<file path="src/rtl/exe_stage.sv">
// Execute stage: ADD/SUB/MUL in one cycle, MOD as an iterative restoring divider.
// Latency: 1 cycle for ADD/SUB/MUL and MOD-by-zero, ARQ+1 cycles for MOD.
// Backpressure: stall_out freezes IF/ID and ID/EXE for ARQ cycles during MOD.
//
// Ports:
//   clk, rst                 clock (rising edge), asynchronous active-low reset
//   valid_in .. jaddr_in     instruction fields from the ID/EXE register
//   stall_out                combinational freeze request to the front end
//   valid_out .. branch_*    registered result and sideband for EXE/MEM
module exe_stage #(
  parameter int ARQ = 16,
  parameter int JW  = 13
) (
  input  logic           clk,
  input  logic           rst,
  input  logic           valid_in,
  input  logic           wb_enable_in,
  input  logic           mem_enable_in,
  input  logic           mux_exe_in,
  input  logic           jop_lsb_in,
  input  logic [ARQ-1:0] src1_in,
  input  logic [ARQ-1:0] src2_in,
  input  logic [ARQ-1:0] srcdest_in,
  input  logic [ARQ-1:0] imm_in,
  input  logic [1:0]     alu_op_in,
  input  logic [JW-1:0]  jaddr_in,
  output logic           stall_out,
  output logic           valid_out,
  output logic [ARQ-1:0] result_out,
  output logic [ARQ-1:0] store_data_out,
  output logic [ARQ-1:0] srcdest_out,
  output logic           wb_enable_out,
  output logic           mem_enable_out,
  output logic           branch_taken_out,
  output logic [JW-1:0]  branch_addr_out
);

  localparam int CW = (ARQ > 1) ? $clog2(ARQ) : 1;

  localparam logic [0:0] IDLE    = 1'b0;
  localparam logic [0:0] MOD_RUN = 1'b1;

  localparam logic [1:0] OP_ADD = 2'b00;
  localparam logic [1:0] OP_SUB = 2'b01;
  localparam logic [1:0] OP_MUL = 2'b10;
  localparam logic [1:0] OP_MOD = 2'b11;

  localparam logic [CW-1:0] LAST = CW'(ARQ - 1);

  logic [0:0]     state_q;
  logic [CW-1:0]  cnt_q;
  logic [ARQ-1:0] dividend_q;
  logic [ARQ-1:0] divisor_q;
  logic [ARQ-1:0] rem_q;

  // Sideband captured at MOD accept, replayed when the remainder is ready.
  logic [ARQ-1:0] sd_q;
  logic [ARQ-1:0] st_q;
  logic [JW-1:0]  ja_q;
  logic           wb_q;
  logic           mem_q;

  logic [ARQ-1:0]   opb;
  logic             mod_start;
  logic [ARQ-1:0]   alu_res;
  logic [2*ARQ-1:0] prod;
  logic [ARQ:0]     rem_shift;
  logic             rem_ge;
  logic [ARQ-1:0]   rem_sub;
  logic [ARQ-1:0]   rem_next;

  assign opb       = mux_exe_in ? imm_in : src2_in;
  assign mod_start = (state_q == IDLE) && valid_in && (alu_op_in == OP_MOD) && (opb != '0);

  // Gated by rst so the front end is never frozen while the stage is held in reset.
  assign stall_out = rst && (mod_start || ((state_q == MOD_RUN) && (cnt_q != LAST)));

  assign prod = {{ARQ{1'b0}}, src1_in} * {{ARQ{1'b0}}, opb};

  always_comb begin
    alu_res = src1_in;
    case (alu_op_in)
      OP_ADD:  alu_res = src1_in + opb;
      OP_SUB:  alu_res = src1_in - opb;
      OP_MUL:  alu_res = prod[ARQ-1:0];
      default: alu_res = src1_in;  // divide by zero returns the dividend
    endcase
  end

  // One restoring step: the shifted partial remainder needs ARQ+1 bits, but
  // after a successful subtract it is below the divisor, so the low ARQ bits
  // of the difference are exact.
  assign rem_shift = {rem_q, dividend_q[ARQ-1]};
  assign rem_ge    = rem_shift >= {1'b0, divisor_q};
  assign rem_sub   = rem_shift[ARQ-1:0] - divisor_q;
  assign rem_next  = rem_ge ? rem_sub : rem_shift[ARQ-1:0];

  always_ff @(posedge clk or negedge rst) begin
    if (!rst) begin
      state_q          <= IDLE;
      cnt_q            <= '0;
      dividend_q       <= '0;
      divisor_q        <= '0;
      rem_q            <= '0;
      sd_q             <= '0;
      st_q             <= '0;
      ja_q             <= '0;
      wb_q             <= 1'b0;
      mem_q            <= 1'b0;
      valid_out        <= 1'b0;
      result_out       <= '0;
      store_data_out   <= '0;
      srcdest_out      <= '0;
      wb_enable_out    <= 1'b0;
      mem_enable_out   <= 1'b0;
      branch_taken_out <= 1'b0;
      branch_addr_out  <= '0;
    end else begin
      case (state_q)
        IDLE: begin
          if (!valid_in) begin
            valid_out <= 1'b0;
          end else if (mod_start) begin
            dividend_q <= src1_in;
            divisor_q  <= opb;
            rem_q      <= '0;
            cnt_q      <= '0;
            sd_q       <= srcdest_in;
            st_q       <= src2_in;
            ja_q       <= jaddr_in;
            wb_q       <= wb_enable_in;
            mem_q      <= mem_enable_in;
            valid_out  <= 1'b0;
            state_q    <= MOD_RUN;
          end else begin
            valid_out        <= 1'b1;
            result_out       <= alu_res;
            store_data_out   <= src2_in;
            srcdest_out      <= srcdest_in;
            wb_enable_out    <= wb_enable_in;
            mem_enable_out   <= mem_enable_in;
            branch_taken_out <= jop_lsb_in && (src1_in == opb);
            branch_addr_out  <= jaddr_in;
          end
        end
        default: begin
          dividend_q <= dividend_q << 1;
          rem_q      <= rem_next;
          cnt_q      <= cnt_q + CW'(1);
          if (cnt_q == LAST) begin
            valid_out        <= 1'b1;
            result_out       <= rem_next;
            store_data_out   <= st_q;
            srcdest_out      <= sd_q;
            wb_enable_out    <= wb_q;
            mem_enable_out   <= mem_q;
            branch_taken_out <= 1'b0;
            branch_addr_out  <= ja_q;
            state_q          <= IDLE;
          end
        end
      endcase
    end
  end

endmodule

</file>
<file path="config.mk">
export PLATFORM = sky130hd
export DESIGN_NAME = exe_stage
export DESIGN_NICKNAME = d
export VERILOG_FILES = /design/src/rtl/exe_stage.sv
export SDC_FILE = /design/constraint.sdc
export NUM_CORES = 1
export LEC_CHECK = 0
export ABC_CLOCK_PERIOD_IN_PS = 8100
export BUFFER_PORTS_ARGS = -buffer_cell sky130_fd_sc_hd__buf_2
export CAP_MARGIN = 20
export CORE_MARGIN = 2
export CORE_UTILIZATION = 47
export DETAILED_ROUTE_END_ITERATION = 12
export PLACE_DENSITY = 0.64
export REMOVE_ABC_BUFFERS = 1
export SLEW_MARGIN = 25
export SYNTH_ARGS = -nofsm -noshare
export SYNTH_HDL_FRONTEND = slang
export SYNTH_SLANG_ARGS = --single-unit
</file>
<file path="constraint.sdc">
create_clock -name clk -period 8.1 [get_ports clk]
set_input_delay 1.215 -clock clk [delete_from_list [all_inputs] [get_ports clk]]
set_output_delay 1.215 -clock clk [all_outputs]
set_load 0.03 [all_outputs]
</file>
* Word level (Yosys, flattened, before mapping)
Index checks and enable logic that the tools add are counted.
Cells by class: bitwise operators 1, reduce and logical (&&, ||, !) cells 14, $mul 1, equal/unequal tests 8, mux-type cells 48, $add $sub $neg 4, $lt $le $gt $ge 1
Operators by type and width (count):
- $mux 16 | 20
- $mux 13 | 4
- $pmux 16 s3 | 1
- $sub 16x16->16 | 2
- $mux 1 | 20
- $ge 17x16->1 | 1
- $add 16x16->16 | 1
- $eq 16x16->1 | 1
- $mul 16x16->16 | 1
- $reduce_bool 16->1 | 1
- $mux 4 | 3
- $logic_and 1x1->1 | 6
- $reduce_and 3->1 | 2
- $add 4x1->4 const B | 1
- $eq 2x2->1 const B | 2
- $eq 4x4->1 const B | 1
- $ne 4x4->1 const B | 1
- $reduce_bool 2->1 | 2
- $eq 2x1->1 const B | 1
- $logic_not 2->1 | 1
- $ne 2x1->1 const B | 1
- $ne 2x2->1 const B | 1
- $reduce_and 2->1 | 1
- $logic_or 1x1->1 | 1
- $not 1->1 | 1
Word-level totals: word-level logic and storage cells 95, output and inout bits 66, bits in registers 165, input bits 86

* Longest topological paths before layout
Gate-level depths: netlist (run 1).
depth in word-level cells 7, depth in mapped cells 26, mapped depth without buffers 24

* Worst setup path before layout (run 1)
OpenSTA, ideal clock, no wires.
path type input -> register, from in mux_exe_in, to reg result_out[15], stages 23, setup time 131 ps, path slack 1186 ps, arrival 6783 ps, path buffers 2, required time 7969 ps, cell sequence buf_6 mux2i_1 inv_1 clkbuf_1 and2_1 fa_1 inv_1 fa_1 fa_1 fa_1 inv_1 fa_1 inv_1 fa_1 inv_1 ha_1 a21o_1 a21o_1 a31o_2 a221oi_1 xnor2_1 o21ai_0 a21oi_1
On the way: longest elaborated chain between the ends 6, elaborated cells between the ends (all ways) 12, those cells by class add/sub: 2; mul: 1; eq/ne: 1; mux: 5; reduce/logical: 3
RTL lines:
- start: declaration | RTL line 19 | input logic mux_exe_in,
- $mux 16 (*) | RTL line 72 | assign opb = mux_exe_in ? imm_in : src2_in;
- via opb[1] | RTL line 63 | logic [ARQ-1:0] opb;
- $mul 16x16->16 (tied with other cells) | RTL line 78 | assign prod = {{ARQ{1'b0}}, src1_in} * {{ARQ{1'b0}}, opb};
- $pmux 16 s3 | RTL line 82 | case (alu_op_in)
- $mux 16 | RTL line 123 | end else if (mod_start) begin
- $mux 16 | RTL line 121 | if (!valid_in) begin
- $mux 16 | RTL line 119 | case (state_q)
- end signal: assignment | RTL line 137 | result_out <= alu_res;
- end signal: assignment | RTL line 152 | result_out <= rem_next;
- end: declaration | RTL line 29 | output logic [ARQ-1:0] result_out,
Mark *: on every way through the listed nets, which the timed path passes. The rest lies on a longest branch. The select of a mux whose other input is x is not followed. A chain may end at the register's enable or synchronous reset.

* Worst setup path in the final report (run 1)
from in mux_exe_in, to reg result_out[14]
On the way: longest elaborated chain between the ends 6, elaborated cells between the ends (all ways) 12, those cells by class add/sub: 2; mul: 1; eq/ne: 1; mux: 5; reduce/logical: 3
RTL lines (RTL line):
- $mux 16 (*) | 72
- $mul 16x16->16 (tied with other cells) | 78
- $pmux 16 s3 | 82
- $mux 16 | 123
- $mux 16 | 121
- $mux 16 | 119
Every way passes the cells marked *; elsewhere a longest branch is shown, timed or not. The select of a mux whose other input is x is not followed.

==> results of run 1 <==
==> per-layer routing <==
layer / global-route usage / up-vias
met4: 0.0798 / 0
li1: - / 5345
met2: 0.432 / 320
met1: 0.366 / 5518
met3: 0.0382 / 66
met5: 0 / -
==> per-stage QoR <==
stage / power (W) / area, um2 / util / cells
6_report: 0.00658 / 15100 / 0.532 / 2066
5_1_grt: 0.00723 / 15100 / 0.532 / 2066
4_1_cts: 0.00659 / 15100 / 0.532 / 2065
3_5_place_dp: 0.00572 / 14500 / 0.511 / 2033
3_3_place_gp: 0.00564 / 14500 / 0.511 / 2033
2_1_floorplan: 0.00468 / 13200 / - / 1484
==> registers in the layout, summed over array words and instances, names as in the netlist, 4 cells and up <==
signal	flops
dividend_q	16
store_data_out	16
srcdest_out	16
branch_addr_out	13
st_q	16
divisor_q	16
result_out	16
rem_q	16
cnt_q	4
sd_q	16
ja_q	13
==> cell usage after synthesis (4+ instances only) <==
master | number | share of area
a21oi_1 | 47 | 0.017
xor2_1 | 15 | 0.0097
a22o_1 | 4 | 0.0026
mux2i_1 | 72 | 0.053
o21bai_1 | 5 | 0.0028
buf_1 | 4 | 0.0011
a211oi_1 | 6 | 0.0033
o21ai_0 | 117 | 0.043
nand2b_1 | 7 | 0.0032
nand3_1 | 16 | 0.0059
dfrtp_1 | 165 | 0.31
nor4_1 | 8 | 0.0037
xnor2_1 | 48 | 0.031
clkbuf_1 | 57 | 0.016
nand4_1 | 4 | 0.0019
a21o_1 | 20 | 0.011
nor2b_1 | 12 | 0.0056
nor2_1 | 82 | 0.023
inv_1 | 162 | 0.045
fa_1 | 82 | 0.12
o31ai_1 | 4 | 0.0022
o21a_1 | 9 | 0.0050
and2_1 | 57 | 0.026
o211ai_1 | 9 | 0.0050
ha_1 | 98 | 0.091
nor3_1 | 16 | 0.0059
nand2_1 | 330 | 0.092
o22a_1 | 4 | 0.0026
o22ai_1 | 17 | 0.0079
a31oi_1 | 14 | 0.0065
buf_2 | 14 | 0.0052
==> power groups by stage <==
stage	clock, W	combinational [W]	sequential (W)
2_1_floorplan	0	0.00294	0.00174
3_3_place_gp	0	0.00418	0.00146
3_5_place_dp	0	0.00425	0.00147
4_1_cts	0.000855	0.00428	0.00146
5_1_grt	0.000894	0.00482	0.00151
6_report	0.000842	0.00428	0.00147
==> final cells by class <==
| class | instances | area share |
|---|---|---|
| inverters | 166 | 0.0411 |
| flip-flops and latches | 165 | 0.273 |
| clock inverters | 11 | 0.00991 |
| clock buffers | 21 | 0.0297 |
| well taps | 384 | 0.0317 |
| repair buffers | 166 | 0.0580 |
| multi-input cells | 1153 | 0.557 |
==> cell families (layout without fill, tap and decap cells) <==
group / Yosys count / count (layout) / synth area share
flops: 165 / 165 / 0.306
fa+ha+maj: 180 / 180 / 0.212
simple gates: 546 / 546 / 0.175
xor+xnor: 64 / 64 / 0.0425
compound gates: 287 / 287 / 0.134
buf+inv: 246 / 364 / 0.0719
mux: 76 / 76 / 0.0586
==> cell usage in the layout, fill, tap and decap left out, types with 4 or more instances in the layout <==
cell type  netlist  final
a22o_1           4      4
inv_1          162    162
xnor2_1         48     48
a211oi_1         6      6
nand2_1        330    330
ha_1            98     98
a21oi_1         47     47
nor4_1           8      8
nor2b_1         12     12
o22ai_1         17     17
o21a_1           9      9
nand4_1          4      4
buf_2           14    150
o22a_1           4      4
mux2i_1         72     72
o31ai_1          4      4
clkbuf_16        0     17
o21bai_1         5      5
o211ai_1         9      9
a31oi_1         14     14
o21ai_0        117    117
and2_1          57     57
nor3_1          16     16
xor2_1          15     15
a21o_1          20     20
nand2b_1         7      7
fa_1            82     82
nor2_1          82     82
nand3_1         16     15
buf_4            2     14
dfrtp_1        165    164
==> worst paths after layout <==
| check | from | to | slack (ps) | cells after the start |
|---|---|---|---|---|
| setup / recovery | mux_exe_in | result_out[14] | 900 | 21 |
| hold / removal | srcdest_out[14] | srcdest_out[14] | 470 | 2 |
| setup reg to reg | divisor_q[1] | result_out[6] | 4760 | 12 |
| min in group asynchronous | rst | branch_addr_out[7] | 660 | 1 |
| hold reg to reg | srcdest_out[14] | srcdest_out[14] | 470 | 2 |
| max in group asynchronous | rst | store_data_out[0] | 5460 | 3 |
==> tightest hold or removal path, cell delays in order, from the launching register on <==
cell and delay (ps):
dfrtp_1 340, nand2_1 40, o21ai_0 60
==> metrics.csv, run 1 <==
metric,value,unit
status,finished clean,
"Primary FF master, synth",dfrtp_1,
clock tree from TritonCTS,built,
"Reg clk slew, reported paths",70,ps
first-pass GRT wire length,61.9,mm
pwr dens,435,nW/um2
CP max stage cell,or4_1,
FF+latch area,4130,um2
peak supply drop,0.000261,V
WL per Instance,18.8,um
Post-synth EDFFs,0,
CTS Buf Count,17,
final hold violations,0,
worst hold slack,473,ps
critical path launch point type,primary input,
Met2 Wirelength,18.2,mm
switching power,0.00311,W
Final WS setup,904,ps
Top Layer Used,met4,
synthesized instance count,1564,
drt via density,5.44,
Sink Count,165,
Initial DRT Pass Iterations,5,
worst min path class,register to register,
clock root buffer,clkbuf_16,
Syn-to-layout area delta,12.1,%
Multi-input gate area,8430,um2
"Max FO, Critical Path",12,
die width,174,um
GRT overflow,0,
M1 wire length,17.6,mm
Fill cells,2709,
layout cells sized above 1,0.125,
clk buf depth,2,
register share of total power,0.223,
Final Max Tran Viols,0,
Clock Latency Late Sink,440,ps
FMAX,139,MHz
gp weighted congestion,0.924,
post-CTS sizing,0,
mean post-synth cell area,8.64,um2
max cap viols,0,
Post-CTS Setup Bufs,0,
CP Capture Type,register,
Post-Route Setup TNS,0,ps
RSZ-0062 raised after global routing,false,
switching share of power,0.472,
actual slew at the worst max-slew pin,987,ps
GR Util All Layers,0.264,
synthesis-stage register bit count,165,
fin crit share,0.888,
worst path cell trace,buf_2 -> mux2i_1 -> inv_1 -> ha_1 -> fa_1 -> inv_1 -> fa_1 -> inv_1 -> ha_1 -> fa_1 -> fa_1 -> inv_1 -> fa_1 -> inv_1 -> ha_1 -> or4_1 -> a31oi_1 -> nor2b_1 -> mux2i_1 -> o311ai_0 -> o211ai_1,
WL final,38.9,mm
Mapped Area,13500,um2
Starting Density,0.474,
H-tree depth,4,
largest net degree at the start of global routing,108,
number of global-route vias before repair,11200,
initial antenna violation count,0,
critical path arrival,7510,ps
site row count,62,
pre-CTS setup slack,505,ps
DP Wirelength,28.4,mm
"antenna viol nets, final",0,
Fin Clk Skew,8.18,ps
combinational share of power,0.649,
Int Power,0.00347,W
Max transition margin,0.342,
"slowest stage delay, CP",610,ps
placeable core area,28500,um2
clock power share,0.128,
"Seq/Total Area, Yosys",0.306,
diodes inserted,0,
initial drt markers,783,
Final Setup Violations,0,
fin nets,1935,
Die Ht,174,um
vias,11200,
PortBufs,151,
Synth cell types,70,
I/O pin count,152,
cts hold-fix bufs,0,
post-layout min period,7200,ps
Die Area,30100,um2
Leakage,7.70,nW
asr flop ratio synth,1.00,
Critical Path RT,8410,ps
top cell family by delay on the critical path,adder cells,
DR WL met3,1.96,mm
critical path type,primary input to register,
Yosys warnings,0,
CP Buf/Inv Count,6,
DRC viols,0,
Power figures use the tool's default switching activity.
==> run 2: changes to the inputs <==
--- a/config.mk
+++ b/config.mk
@@ -5,13 +5,14 @@
 export SDC_FILE = /design/constraint.sdc
 export NUM_CORES = 1
 export LEC_CHECK = 0
+export ABC_AREA = 1
 export ABC_CLOCK_PERIOD_IN_PS = 8100
 export BUFFER_PORTS_ARGS = -buffer_cell sky130_fd_sc_hd__buf_2
 export CAP_MARGIN = 20
 export CORE_MARGIN = 2
-export CORE_UTILIZATION = 47
+export CORE_UTILIZATION = 45
 export DETAILED_ROUTE_END_ITERATION = 12
-export PLACE_DENSITY = 0.64
+export PLACE_DENSITY = 0.62
 export REMOVE_ABC_BUFFERS = 1
 export SLEW_MARGIN = 25
 export SYNTH_ARGS = -nofsm -noshare
==> metrics.csv, run 2 <==
metric,value,unit,change
status,finished clean,,
RSZ-0062 raised after global routing,false,,
die width,179,um,+3.3%
Post-Route Setup TNS,0,ps,unchanged
fin nets,2233,,+15%
critical path type,primary input to register,,
worst min path class,register to register,,
clock tree from TritonCTS,built,,
Starting Density,0.454,,-0.0200
"Max FO, Critical Path",15,,+3
cts hold-fix bufs,0,,unchanged
GR Util All Layers,0.280,,+0.0152
first-pass GRT wire length,67.5,mm,+8.9%
max cap viols,0,,unchanged
dominant cells by area after synthesis,"dfrtp_1 (30%), nand2_1 (13%), fa_1 (12%)",,
Post-synth EDFFs,0,,unchanged
Critical Path RT,8410,ps,about the same
Placed Cells,2344,,+15%
critical path arrival,7150,ps,-360 ps
Hold Path Stages,2,,unchanged
Hold Startpoint,st_q[15],,
I/O pin count,152,,unchanged
site row count,64,,+3.2%
Max transition margin,0.398,,+0.0561
clk buf depth,2,,unchanged
"Primary FF master, synth",dfrtp_1,,
"antenna viol nets, final",0,,unchanged
worst hold path endpoint,st_q[15],,
diodes inserted,0,,unchanged
reg2reg end,result_out[15],,
critical path launch point type,primary input,,
Die Ht,179,um,+3.3%
Synth top cells by count,"nand2_1 (461), inv_1 (316), o21ai_0 (166)",,
Layout Cells excl Fill,2376,,+15%
initial drt markers,996,,+27%
cell area after placement,14800,um2,+2.1%
crit path from,mux_exe_in,,
"most common cell after layout, fill and taps aside",nand2_1,,
Sink Count,165,,unchanged
DRC viols,0,,unchanged
Synth cell types,51,,-27%
pwr dens,399,nW/um2,-8.2%
Fin Clk Skew,13.3,ps,+5.09 ps
"Reg clk slew, reported paths",70,ps,about the same
gp weighted congestion,0.998,,+8.1%
post-CTS sizing,0,,unchanged
Fill cells,3113,,+15%
final instance area,15400,um2,+1.9%
layout cells sized above 1,0.116,,-0.00919
R2R Setup Slk,3810,ps,-950 ps
fin crit share,0.844,,-0.0446
initial antenna violation count,0,,unchanged
PortBufs,151,,unchanged
post-layout min period,6840,ps,-361 ps
asr flop ratio synth,1.00,,unchanged
number of global-route vias before repair,12100,,+8.4%
top cell type by total area after synthesis,dfrtp_1,,
top cell type's share of synthesized area,0.299,,-0.00711
CP Capture Type,register,,
Final Setup Violations,0,,unchanged
Clock Latency Late Sink,430,ps,about the same
Multi-input gate area,8120,um2,-3.6%
mean post-synth cell area,7.46,um2,-14%
clock root buffer,clkbuf_16,,
placeable core area,30400,um2,+6.9%
Syn-to-layout area delta,11.7,%,
top-count cell post-synth,nand2_1,,
synthesis-stage register bit count,165,,unchanged
Post-CTS Setup Bufs,0,,unchanged
drt via density,5.33,,-2.1%
most frequent cells in the layout,"nand2_1 (460), inv_1 (316), o21ai_0 (166)",,
FF+latch area,4130,um2,about the same
Yosys warnings,0,,unchanged
final hold violations,0,,unchanged
DP Wirelength,33.3,mm,+17%
"Seq/Total Area, Yosys",0.299,,-0.00711
vias,12700,,+13%
"Core Util, Final",0.507,,-0.0246
WL final,43.6,mm,+12%
Final Max Tran Viols,0,,unchanged
Initial DRT Pass Iterations,7,,+2
peak supply drop,0.000285,V,+9.3%
WL per Instance,18.3,um,-2.4%
H-tree depth,4,,unchanged
Mapped Area,13800,um2,+2.4%
GRT overflow,0,,unchanged
actual slew at the worst max-slew pin,894,ps,-93.6 ps
Die Area,32100,um2,+6.8%
synthesized instance count,1854,,+19%
FMAX,146,MHz,+5.3%
Worst Reg2Reg Path Length in Cells,12,,unchanged
Critical R2R Launch,state_q,,
largest net degree at the start of global routing,77,,-29%
Leakage,8.17,nW,+6.1%
CTS Buf Count,17,,unchanged
==> run 2: changes by cell type in the layout (fill, tap and decap cells not counted), sizes merged, moves of 57 or more <==
cell   previous run  this run
and2             57         0
inv             165       327
mux2i            73         0
nand2           330       465
nand3            16        76
o21ai           118       236
==> run 2: metrics by stage <==
| step | total power, W | hold slack (ps) | setup WS [ps] |
|---|---|---|---|
| finish | 0.00616 | 482 | 1260 |
| global route | 0.00677 | 501 | 867 |
| CTS | 0.00616 | 485 | 1360 |
| detailed placement | 0.00531 | 469 | 885 |
| global placement | 0.00524 | 463 | 1020 |
| floorplan | 0.00424 | 448 | 1800 |
==> run 2: cell type report <==
class                           instances  area share
Inverter                              328      0.0801
Timing Repair Buffer                  164      0.0557
Sequential cell                       165       0.267
Clock buffer                           19      0.0280
Multi-Input combinational cell       1291       0.526
Clock inverter                         13      0.0106
Tap cell                              396      0.0321
==> run 2: kinds of logic after synthesis <==
| kind of cell | share of synthesized area |
|---|---|
| AND/OR/NAND/NOR | 0.209 |
| buffers and inverters | 0.115 |
| flip-flops | 0.299 |
| adder cells (fa/ha/maj) | 0.207 |
| AO/OA/AOI/OAI | 0.158 |
| XOR/XNOR | 0.0120 |
==> run 2: worst max path at each step <==
| stage | to | slack (ps) | cells past startpoint |
|---|---|---|---|
| after floorplan | result_out[13] | 1800 | 27 |
| after global placement | result_out[14] | 1020 | 27 |
| after detailed placement | result_out[13] | 890 | 27 |
| after CTS | result_out[14] | 1360 | 30 |
| after global routing | result_out[14] | 870 | 27 |
| final | result_out[13] | 1260 | 27 |
==> run 2: worst max-delay path, stage by stage <==
cell and delay [ps]:
buf_2 220, o21ai_4 540, clkinv_1 310, nor2_1 230, fa_1 450, fa_1 500
ha_1 200, fa_1 480, inv_1 60, fa_1 490, fa_1 490, inv_1 40
ha_1 360, a21oi_1 90, o21ai_0 280, inv_1 70, nand2_1 90, nand2_1 70
nand2_1 70, a21oi_1 70, or2_2 270, nand3_1 110, nand3_1 90, o21ai_0 170
nand2_1 70, nand2_1 60, nand2_1 50
==> run 2: per-layer routing <==
metal / global-route usage / vias up / part of all wire
li1: - / 6117 / -
met1: 0.371 / 6065 / 0.43
met5: 0 / - / 0
met3: 0.0473 / 88 / 0.068
met4: 0.106 / 0 / 0.033
met2: 0.457 / 400 / 0.47
==> run 2: power breakdown <==
part           internal, W  switching, W  leakage, nW
clock             0.000466      0.000360        0.286
sequential         0.00120      0.000195         2.06
combinational      0.00138       0.00255         5.82
total              0.00305       0.00311         8.17
==> run 3: changes to the inputs <==
--- a/config.mk
+++ b/config.mk
@@ -6,13 +6,13 @@
 export NUM_CORES = 1
 export LEC_CHECK = 0
 export ABC_AREA = 1
-export ABC_CLOCK_PERIOD_IN_PS = 8100
+export ABC_CLOCK_PERIOD_IN_PS = 5800
 export BUFFER_PORTS_ARGS = -buffer_cell sky130_fd_sc_hd__buf_2
 export CAP_MARGIN = 20
 export CORE_MARGIN = 2
 export CORE_UTILIZATION = 45
 export DETAILED_ROUTE_END_ITERATION = 12
-export PLACE_DENSITY = 0.62
+export PLACE_DENSITY = 0.64
 export REMOVE_ABC_BUFFERS = 1
 export SLEW_MARGIN = 25
 export SYNTH_ARGS = -nofsm -noshare
==> constraint.sdc (replaced) <==
create_clock -name clk -period 5.8 [get_ports clk]
set_input_delay 0.87 -clock clk [delete_from_list [all_inputs] [get_ports clk]]
set_output_delay 0.87 -clock clk [all_outputs]
set_load 0.03 [all_outputs]
==> metrics.csv, run 3 (same netlist as run 2, synthesis figures left out) <==
metric,value,unit,change
status,finished clean,,
Leakage,9.03,nW,+11%
Max transition margin,0.423,,+0.0248
Int Power,0.00508,W,+67%
WL per Instance,17.8,um,-2.9%
"Max FO, Critical Path",6,,-9
Fill cells,2899,,-6.9%
"most common cell after layout, fill and taps aside",nand2_1,,
DP Wirelength,35.3,mm,+5.9%
reg2reg end,result_out[9],,
DRC viols,0,,unchanged
number of global-route vias before repair,12900,,+7.1%
worst min path class,register to register,,
drt via density,5.24,,-1.7%
critical path launch point type,primary input,,
most frequent cells in the layout,"nand2_1 (445), inv_1 (305), dfrtp_1 (165)",,
die width,179,um,unchanged
GR Util All Layers,0.288,,+0.00812
clk buf depth,2,,unchanged
FF+latch area,4130,um2,unchanged
CP max stage cell,fa_1,,
"Reg clk slew, reported paths",80,ps,about the same
"Core Util, Final",0.564,,+0.0561
R2R Setup Slk,2420,ps,-1390 ps
Die Ht,179,um,unchanged
Clock Latency Late Sink,440,ps,about the same
fin nets,2389,,+7.0%
Final Setup Violations,0,,unchanged
"slowest stage delay, CP",560,ps,+20 ps
PortBufs,151,,unchanged
gp weighted congestion,1.01,,+1.3%
clock root buffer,clkbuf_16,,
actual slew at the worst max-slew pin,866,ps,-27.8 ps
FMAX,174,MHz,
site row count,64,,unchanged
Starting Density,0.454,,unchanged
Critical R2R Launch,divisor_q[2],,
Levels on crit path,29,,+7.4%
Multi-input gate area,8440,um2,+3.9%
initial drt markers,1020,,+2.4%
final hold violations,0,,unchanged
final instance area,17100,um2,+11%
critical path arrival,6100,ps,-1050 ps
Post-Route Setup TNS,0,ps,unchanged
cell area after placement,16000,um2,+7.8%
post-layout min period,5730,ps,
placeable core area,30400,um2,unchanged
diodes inserted,0,,unchanged
crit path from,mux_exe_in,,
Fin Clk Skew,15.6,ps,+2.36 ps
CP Buf/Inv Count,10,,+5
crit-path most repeated cell,fa_1,,
top cell family by delay on the critical path,adder cells,,
pwr dens,577,nW/um2,+45%
Worst Reg2Reg Path Length in Cells,15,,+3
critical path type,primary input to register,,
max cap viols,0,,unchanged
GRT overflow,0,,unchanged
Die Area,32100,um2,unchanged
cts hold-fix bufs,0,,unchanged
CP Capture Type,register,,
H-tree depth,4,,unchanged
fin crit share,0.988,,
largest net degree at the start of global routing,96,,+25%
Final Max Tran Viols,0,,unchanged
clock tree from TritonCTS,built,,
initial antenna violation count,0,,unchanged
Critical Path RT,6170,ps,-2240 ps
CTS Buf Count,17,,unchanged
switching power,0.00480,W,+54%
"antenna viol nets, final",0,,unchanged
WL final,45.1,mm,+3.4%
register share of total power,0.198,,-0.029
first-pass GRT wire length,70.2,mm,+4.0%
layout cells sized above 1,0.212,,+0.0964
Initial DRT Pass Iterations,5,,-2
I/O pin count,152,,unchanged
peak supply drop,0.000335,V,+18%
RSZ-0062 raised after global routing,true,,
switching share of power,0.486,,-0.0191
clock power share,0.120,,-0.014
combinational share of power,0.682,,+0.043
Setup crit end,result_out[15],,
vias,13300,,+4.8%
Sink Count,165,,unchanged
Syn-to-layout area delta,24.0,%,
[run 3: worst min-delay path by stage]
stage / end / slack, ps / start / cells after the start
finish: st_q[8] / 480 / st_q[8] / 2
global route: mem_q / 500 / mem_q / 2
CTS: st_q[9] / 490 / st_q[9] / 2
detailed placement: st_q[9] / 470 / st_q[9] / 2
global placement: st_q[11] / 460 / st_q[11] / 2
floorplan: ja_q[0] / 450 / ja_q[0] / 2
[run 3: worst reg2reg max path, stage by stage, from the launching register on]
cell and delay, ps:
dfrtp_1 370, inv_1 60, ha_1 370, a21oi_1 190, nand2_1 120, nand3_1 100
nand3_1 130, nand3_1 100, nand2_1 80, a31oi_1 230, o21a_1 630, inv_2 270
o211ai_1 400, nand2_1 100, nand2_1 70, nand2_1 50
[run 3: final cells by class]
cell class                      count  area share
Multi-Input combinational cell   1291       0.492
Clock buffer                       20      0.0266
Clock inverter                     12     0.00934
Sequential cell                   165       0.241
Inverter                          328      0.0732
Tap cell                          396      0.0289
Timing Repair Buffer              320       0.129
[run 3: power by group through the flow]
stage / registers, W / logic [W] / clock network [W]
2_1_floorplan: 0.00230 / 0.00362 / 0
3_3_place_gp: 0.00195 / 0.00586 / 0
3_5_place_dp: 0.00197 / 0.00596 / 0
4_1_cts: 0.00196 / 0.00603 / 0.00121
5_1_grt: 0.00202 / 0.00754 / 0.00125
6_report: 0.00196 / 0.00674 / 0.00119
[run 3: per-layer routing]
metal | wire [um] | up-vias | global-route usage
met5 | 0 | - | 0
met4 | 1120 | 0 | 0.0880
met3 | 3300 | 67 | 0.0490
met2 | 20700 | 421 | 0.464
met1 | 19900 | 6362 | 0.396
li1 | - | 6424 | -
[run 3: timing repair]
action	in CTS	in global routing
gates cloned	0	1
setup buffers	2	7
gates resized for setup	16	88
pin swaps	4	40
endpoints found under the setup margin	8	9
[run 3: per-stage QoR]
stage          total power, W  std cells  hold WS (ps)  worst slack (ps)
2_1_floorplan         0.00592       1784           448              -159
3_3_place_gp          0.00781       2490           461              -658
3_5_place_dp          0.00793       2490           469              -750
4_1_cts               0.00920       2524           486              2.38
5_1_grt                0.0108       2532           501              -169
6_report              0.00989       2532           484              68.7
